[config.mk]
export PLATFORM = sky130hd
export DESIGN_NAME = timer_ctrl_sched
export DESIGN_NICKNAME = d
export VERILOG_FILES = /design/src/rtl/timer_ctrl_pkg.sv /design/src/rtl/timer_ctrl_sched_rr_arbiter.sv /design/src/rtl/timer_ctrl_sched.sv
export SDC_FILE = /design/constraint.sdc
export NUM_CORES = 1
export LEC_CHECK = 0
export ABC_AREA = 1
export CORE_MARGIN = 1
export CORE_UTILIZATION = 35
export DETAILED_ROUTE_END_ITERATION = 10
export GPL_TIMING_DRIVEN = 0
export PLACE_DENSITY_LB_ADDON = 0.08
export SKIP_CTS_REPAIR_TIMING = 1
export SYNTH_ARGS = -nofsm -noshare
export SYNTH_HDL_FRONTEND = slang
export SYNTH_SLANG_ARGS = --single-unit
[constraint.sdc]
create_clock -name clk -period 5.2 [get_ports clk]
set_input_delay 1.04 -clock clk [delete_from_list [all_inputs] [get_ports clk]]
set_output_delay 1.04 -clock clk [all_outputs]
set_load 0.005 [all_outputs]
[src/rtl/timer_ctrl_pkg.sv]
// rtl/timer_ctrl_pkg.sv - shared types for the timer control scheduler
package timer_ctrl_pkg;

    typedef enum logic [1:0] {
        OP_START       = 2'd0,
        OP_CAPTURE     = 2'd1,
        OP_RST_CAPTURE = 2'd2,
        OP_SET_ALARM   = 2'd3
    } cmd_op_e;

    typedef enum logic [1:0] {
        ST_IDLE  = 2'd0,
        ST_ISSUE = 2'd1,
        ST_GUARD = 2'd2
    } state_e;

endpackage

[src/rtl/timer_ctrl_sched_rr_arbiter.sv]
// rtl/timer_ctrl_sched_rr_arbiter.sv - round-robin arbiter, search starts after last winner
module rr_arbiter #(
    parameter  int N  = 10,
    localparam int IW = $clog2(N)
) (
    input  logic         clk,
    input  logic         areset_n,
    input  logic [N-1:0] req_i,
    input  logic         advance_i,
    output logic [N-1:0] grant_o
);

    logic [IW-1:0] last_q, last_d, idx, win;
    logic [IW:0]   sum;

    // Scan from farthest to nearest so the closest requester after last_q wins.
    always_comb begin
        grant_o = '0;
        win     = last_q;
        idx     = '0;
        sum     = '0;
        for (int k = N; k >= 1; k--) begin
            sum = {1'b0, last_q} + (IW+1)'(k);
            if (sum >= (IW+1)'(N)) sum = sum - (IW+1)'(N);
            idx = sum[IW-1:0];
            if (req_i[idx]) begin
                grant_o      = '0;
                grant_o[idx] = 1'b1;
                win          = idx;
            end
        end
        last_d = (advance_i && |req_i) ? win : last_q;
    end

    always_ff @(posedge clk or negedge areset_n) begin
        if (!areset_n) last_q <= IW'(N - 1);
        else           last_q <= last_d;
    end

endmodule

[src/rtl/timer_ctrl_sched.sv]
// rtl/timer_ctrl_sched.sv - command issue FSM and event/result scheduler for timer instances
module timer_ctrl_sched
    import timer_ctrl_pkg::*;
#(
    parameter  int TIMER_BITWIDTH = 32,
    parameter  int NB_INSTANCES   = 10,
    localparam int IDX_W          = $clog2(NB_INSTANCES)
) (
    input  logic                                   clk,
    input  logic                                   areset_n,
    input  logic                                   cmd_valid,
    output logic                                   cmd_ready,
    input  logic [1:0]                             cmd_op,
    input  logic [IDX_W-1:0]                       cmd_inst,
    input  logic [TIMER_BITWIDTH-1:0]              cmd_data,
    output logic [NB_INSTANCES-1:0]                start_o,
    output logic [NB_INSTANCES-1:0]                capture_o,
    output logic [NB_INSTANCES-1:0]                rst_capture_o,
    output logic [NB_INSTANCES-1:0]                alarm_en_o,
    output logic [TIMER_BITWIDTH-1:0]              alarm_time_o,
    input  logic [NB_INSTANCES-1:0]                cap_valid_i,
    input  logic [NB_INSTANCES*TIMER_BITWIDTH-1:0] cap_value_i,
    input  logic [NB_INSTANCES-1:0]                alarm_i,
    output logic                                   res_valid,
    input  logic                                   res_ready,
    output logic [IDX_W-1:0]                       res_inst,
    output logic [TIMER_BITWIDTH-1:0]              res_value,
    output logic                                   res_is_alarm,
    output logic [NB_INSTANCES-1:0]                overrun_o,
    output logic                                   cmd_err
);

    localparam int             N    = NB_INSTANCES;
    localparam int             W    = TIMER_BITWIDTH;
    localparam logic [IDX_W:0] NB_L = (IDX_W+1)'(N);

    state_e           state_q, state_d;
    cmd_op_e          op_q;
    logic [IDX_W-1:0] inst_q, gidx;
    logic [W-1:0]     alarm_time_q, gval;
    logic [W-1:0]     cap_val_q [N];
    logic [N-1:0]     sel, req, grant, grant_cap, grant_alarm;
    logic [N-1:0]     cap_pend_q, cap_pend_d, alarm_pend_q, alarm_pend_d, overrun_q, overrun_d;
    logic             issue, cmd_fire, advance;
    logic             res_valid_q, res_is_alarm_q;
    logic [IDX_W-1:0] res_inst_q;
    logic [W-1:0]     res_value_q;

    assign issue    = (state_q == ST_ISSUE);
    assign cmd_fire = cmd_valid && cmd_ready;

    always_ff @(posedge clk or negedge areset_n) begin
        if (!areset_n) state_q <= ST_IDLE;
        else           state_q <= state_d;
    end

    always_comb begin
        state_d = state_q;
        unique case (state_q)
            ST_IDLE:  if (cmd_valid) state_d = ST_ISSUE;
            ST_ISSUE: state_d = ST_GUARD;
            ST_GUARD: state_d = ST_IDLE;
            default:  state_d = ST_IDLE;
        endcase
    end

    // Out-of-range instances match no select bit, so they only raise cmd_err.
    always_comb begin
        cmd_ready = areset_n && (state_q == ST_IDLE);
        cmd_err   = issue && !({1'b0, inst_q} < NB_L);
        sel       = '0;
        for (int i = 0; i < N; i++) sel[i] = issue && (inst_q == IDX_W'(i));
        start_o       = sel & {N{op_q == OP_START}};
        capture_o     = sel & {N{op_q == OP_CAPTURE}};
        rst_capture_o = sel & {N{op_q == OP_RST_CAPTURE}};
        alarm_en_o    = sel & {N{op_q == OP_SET_ALARM}};
    end

    always_ff @(posedge clk or negedge areset_n) begin
        if (!areset_n) begin
            op_q         <= OP_START;
            inst_q       <= '0;
            alarm_time_q <= '0;
        end else if (cmd_fire) begin
            op_q   <= cmd_op_e'(cmd_op);
            inst_q <= cmd_inst;
            if (cmd_op == OP_SET_ALARM) alarm_time_q <= cmd_data;
        end
    end

    assign alarm_time_o = alarm_time_q;

    assign req         = cap_pend_q | alarm_pend_q;
    assign advance     = !res_valid_q || res_ready;
    assign grant_cap   = advance ? (grant & cap_pend_q)  : '0;
    assign grant_alarm = advance ? (grant & ~cap_pend_q) : '0;

    rr_arbiter #(.N(N)) u_arb (
        .clk       (clk),
        .areset_n  (areset_n),
        .req_i     (req),
        .advance_i (advance),
        .grant_o   (grant)
    );

    // New events take priority over grant/reset clears so none is ever dropped.
    assign cap_pend_d   = (cap_pend_q & ~grant_cap & ~rst_capture_o) | cap_valid_i;
    assign alarm_pend_d = (alarm_pend_q & ~grant_alarm & ~rst_capture_o) | alarm_i;
    assign overrun_d    = (overrun_q | (cap_valid_i & cap_pend_q & ~grant_cap)
                                     | (alarm_i & alarm_pend_q & ~grant_alarm)) & ~rst_capture_o;

    always_comb begin
        gidx = '0;
        gval = '0;
        for (int i = 0; i < N; i++) begin
            if (grant[i])     gidx = IDX_W'(i);
            if (grant_cap[i]) gval = cap_val_q[i];
        end
    end

    always_ff @(posedge clk or negedge areset_n) begin
        if (!areset_n) begin
            cap_pend_q     <= '0;
            alarm_pend_q   <= '0;
            overrun_q      <= '0;
            res_valid_q    <= 1'b0;
            res_inst_q     <= '0;
            res_value_q    <= '0;
            res_is_alarm_q <= 1'b0;
            for (int i = 0; i < N; i++) cap_val_q[i] <= '0;
        end else begin
            cap_pend_q   <= cap_pend_d;
            alarm_pend_q <= alarm_pend_d;
            overrun_q    <= overrun_d;
            for (int i = 0; i < N; i++)
                if (cap_valid_i[i]) cap_val_q[i] <= cap_value_i[i*W +: W];
            if (advance && |req) begin
                res_valid_q    <= 1'b1;
                res_inst_q     <= gidx;
                res_value_q    <= gval;
                res_is_alarm_q <= ~|grant_cap;
            end else if (res_ready) begin
                res_valid_q <= 1'b0;
            end
        end
    end

    assign res_valid    = res_valid_q;
    assign res_inst     = res_inst_q;
    assign res_value    = res_value_q;
    assign res_is_alarm = res_is_alarm_q;
    assign overrun_o    = overrun_q;

endmodule

==> summary.md <==
| Metric | Value |
|---|---|
| Routed wire per std cell | `a little over 20 um` |
| Total Routed Length | `~100,000 um` |
| Top post-synthesis cells by count | `nand2_1, dfrtp_1, inv_1, nor2_1, nand3_1` |
| Fillers | `6,817` |
| TritonCTS clock tree | `yes` |
| Sink Count | `between 400 and 500` |
| Vias per Instance | `a little under 5` |
| Status | `complete, no violations` |
| EDFF count, synth | `0` |
| Post-Place Cells | `4,700` |
| Setup TNS Final | `0 ns` |
| Placement Cell Area | `approximately 30,000 um^2` |
| Final Cycle Share | `0.9704` |
| GRT Util Overall | `0.2848` |
| Total CTS buffers | `between 50 and 60` |
| Critical path class | `flop to flop` |
| Max stage delay on crit path | `0.57 ns` |
| Max Cap Viol | `0` |
| # setup viols final | `0` |
| Netlist cell types | `52` |
| Hold crit path type | `input port to async pin` |
| Avg Cell Area, Syn | `7.125 um^2` |
| Fraction of layout cells with a size suffix above 1 | `0.09812` |
| Synthesized Nets | `3,736` |
| Starting Density | `0.3532` |
| Die ar. | `slightly below 70,000 um^2` |
| First-pass GRT wire length | `146,700 um` |
| Post-synthesis sequential area ratio | `0.4559` |
| Maximum clock rate | `a little under 0.2 GHz` |
| Die Span Y | `approximately 260 um` |
| Clk_lat worst skew | `0.63 ns` |
| Yosys Warn Count | `0` |
| Yosys reg bits | `approximately 430` |
| Final core utilization | `0.4831` |
| Crit path time final | `5.046 ns` |
| Clock Pin Slew Worst Setup and Hold Paths | `about 0.07 ns` |
| Yosys top cell by area | `dfrtp_1` |
| Ports | `504` |
| Most frequent CP cell | `nand2_1` |
| Antenna Violating Nets Remaining | `0` |
| Grt ovf | `0` |
| Largest net degree at the start of global routing | `between 100 and 150` |
| Critical Path End Type | `flop` |
| Synth top area share | `0.4537` |
| Ys async rst share | `1.000` |
| Post-Syn Area | `about 24,000 um^2` |
| Final GP Congestion | `around 0.95` |
| Core Region | `around 67,000 um^2` |
| FP Rows | `95` |
| Slew HR | `0.3236` |
| Vias in the first global route | `approximately 24,000` |
| Most common cell in the netlist | `nand2_1` |
| Starting DRC count in detailed routing | `between 1,500 and 2,000` |
| Finished Layout Cells | `4,823` |
| CP arrival | `about 5.6 ns` |
| Largest cells by area after synthesis | `dfrtp_1, nand2_1, inv_1, nand3_1, nor2_1` |
| CTS Buffer Depth | `3` |
| Ys flop type | `dfrtp_1` |
| Slowest cell on crit path | `dfstp_2` |
| Final HPWL DP | `79,180 um` |
| Post-Syn Instances | `3,329` |
| Slew Viols, Final | `0` |
| Via count | `23,730` |
| Antenna violations before repair | `15` |
| Area growth from synthesis to layout | `36.78%` |
| Flop2flop setup slack | `between 0.15 and 0.2 ns` |
| Port bufs | `a little under 500` |
| Number of H-tree levels | `2` |
| Slew @ Worst Pin | `between 1 and 1.5 ns` |
| Worst-path maximum fanout | `11` |
| Drt drc | `0` |
| Startpoint types | `flop` |
| Final instance area | `between 30,000 and 40,000 um^2` |
| Clk_skew | `around 0.033 ns` |
| Final hold vios | `0` |
| First-pass DRT Iterations | `6` |
| Post-layout net count | `~4,300` |
| Root buf cell | `clkbuf_16` |
| CP required | `between 5 and 6 ns` |
| Die width | `about 260 um` |
## cell usage in the layout, fill, tap and decap left out, types with 7 or more instances in the layout
| cell | synthesis | final |
|---|---|---|
| clkbuf_16 | 0 | 53 |
| nand2_4 | 1 | 12 |
| nand2_2 | 17 | 37 |
| mux2_2 | 51 | 51 |
| o211ai_1 | 11 | 11 |
| nor3_1 | 9 | 8 |
| nand3_4 | 3 | 8 |
| o21ai_0 | 154 | 150 |
| nand3_1 | 202 | 192 |
| o221ai_1 | 12 | 12 |
| nand3_2 | 7 | 13 |
| nand2_1 | 1471 | 1440 |
| buf_2 | 43 | 31 |
| clkdlybuf4s50_1 | 0 | 493 |
| nor2_1 | 230 | 223 |
| clkbuf_1 | 100 | 98 |
| ha_1 | 24 | 21 |
| nor4_1 | 10 | 10 |
| o21ai_1 | 52 | 51 |
| a21oi_1 | 30 | 28 |
| dfrtp_1 | 430 | 428 |
| buf_4 | 10 | 34 |
| o21ai_2 | 6 | 8 |
| inv_2 | 27 | 26 |
| buf_6 | 9 | 14 |
| clkinv_2 | 0 | 7 |
| inv_1 | 282 | 278 |
| nand4_1 | 71 | 71 |
| clkbuf_8 | 0 | 11 |
| clkinv_1 | 10 | 10 |
| buf_8 | 0 | 7 |
## flip-flops by register name, indices dropped and copies added (netlist names)
| register | cells |
|---|---|
| alarm_time_o | 32 |
| alarm_pend_q | 10 |
| res_valid | 1 |
| res_is_alarm | 1 |
| cap_pend_q | 10 |
| res_value | 32 |
| inst_q | 4 |
| cap_val_q | 320 |
| op_q | 2 |
| overrun_o | 10 |
| u_arb.last_q | 4 |
| state_q | 2 |
| res_inst | 4 |
## metrics by stage
stage	hold slack, ns	setup slack, ns
final	0.3597	0.1539
after global routing	0.3814	-0.07992
after CTS	0.3478	-2.107
after detailed placement	0.4547	-2.097
after global placement	0.4498	-17.19
after floorplan	0.4361	0.3624
## path summary, 6_finish.rpt
check / from / endpoint / cells past startpoint
hold / removal: areset_n / res_value[18] / 1
max in group asynchronous: areset_n / alarm_time_o[13] / 3
hold reg to reg: cap_val_q[58] / cap_val_q[58] / 2
setup reg to reg: u_arb.last_q[0] / res_value[9] / 37
min in group clk: cap_val_q[58] / cap_val_q[58] / 2
setup / recovery: u_arb.last_q[0] / res_value[9] / 37
## critical path: cells and delay by family, from the launching register on
family / cells / cell delay, ns
fa+ha+maj: 2 / 0.45
buf+inv: 10 / 1.35
flops: 1 / 0.57
simple gates: 25 / 2.59
## kinds of logic after synthesis
logic type | count (synthesis) | synth area share
DFF | 432 | 0.4559
adders and majority gates | 25 | 0.01350
xor gates and xnor gates | 9 | 0.004431
and+or+nand+nor | 2036 | 0.3495
buffers and inverters | 484 | 0.08329
muxes | 51 | 0.02421
AOI/OAI and AO/OA | 292 | 0.06921
## final cells by class
| type | count | area, um^2 | share of cell area |
|---|---|---|---|
| flip-flops and latches | 432 | 10820 | 0.3334 |
| diodes | 6 | 15.01 | 0.0004628 |
| well taps | 873 | 1092 | 0.03367 |
| plain buffers | 164 | 922.1 | 0.02842 |
| inverters | 319 | 1216 | 0.03749 |
| multi-input cells | 2414 | 11340 | 0.3497 |
| clock buffers | 72 | 1465 | 0.04516 |
| repair buffers | 526 | 5318 | 0.1639 |
| clock inverters | 17 | 255.2 | 0.007867 |
## layer usage
metal	track usage	wire length, um	up-vias
met2	0.4917	49390	666
li1	-	-	11600
met3	0.03936	5560	134
met4	0.08728	2758	12
met5	0	79	-
met1	0.3688	42460	11330
Power is left out: the tool's default activity adds up to more than one toggle a clock period on the data nets, which glitch-free logic cannot reach.
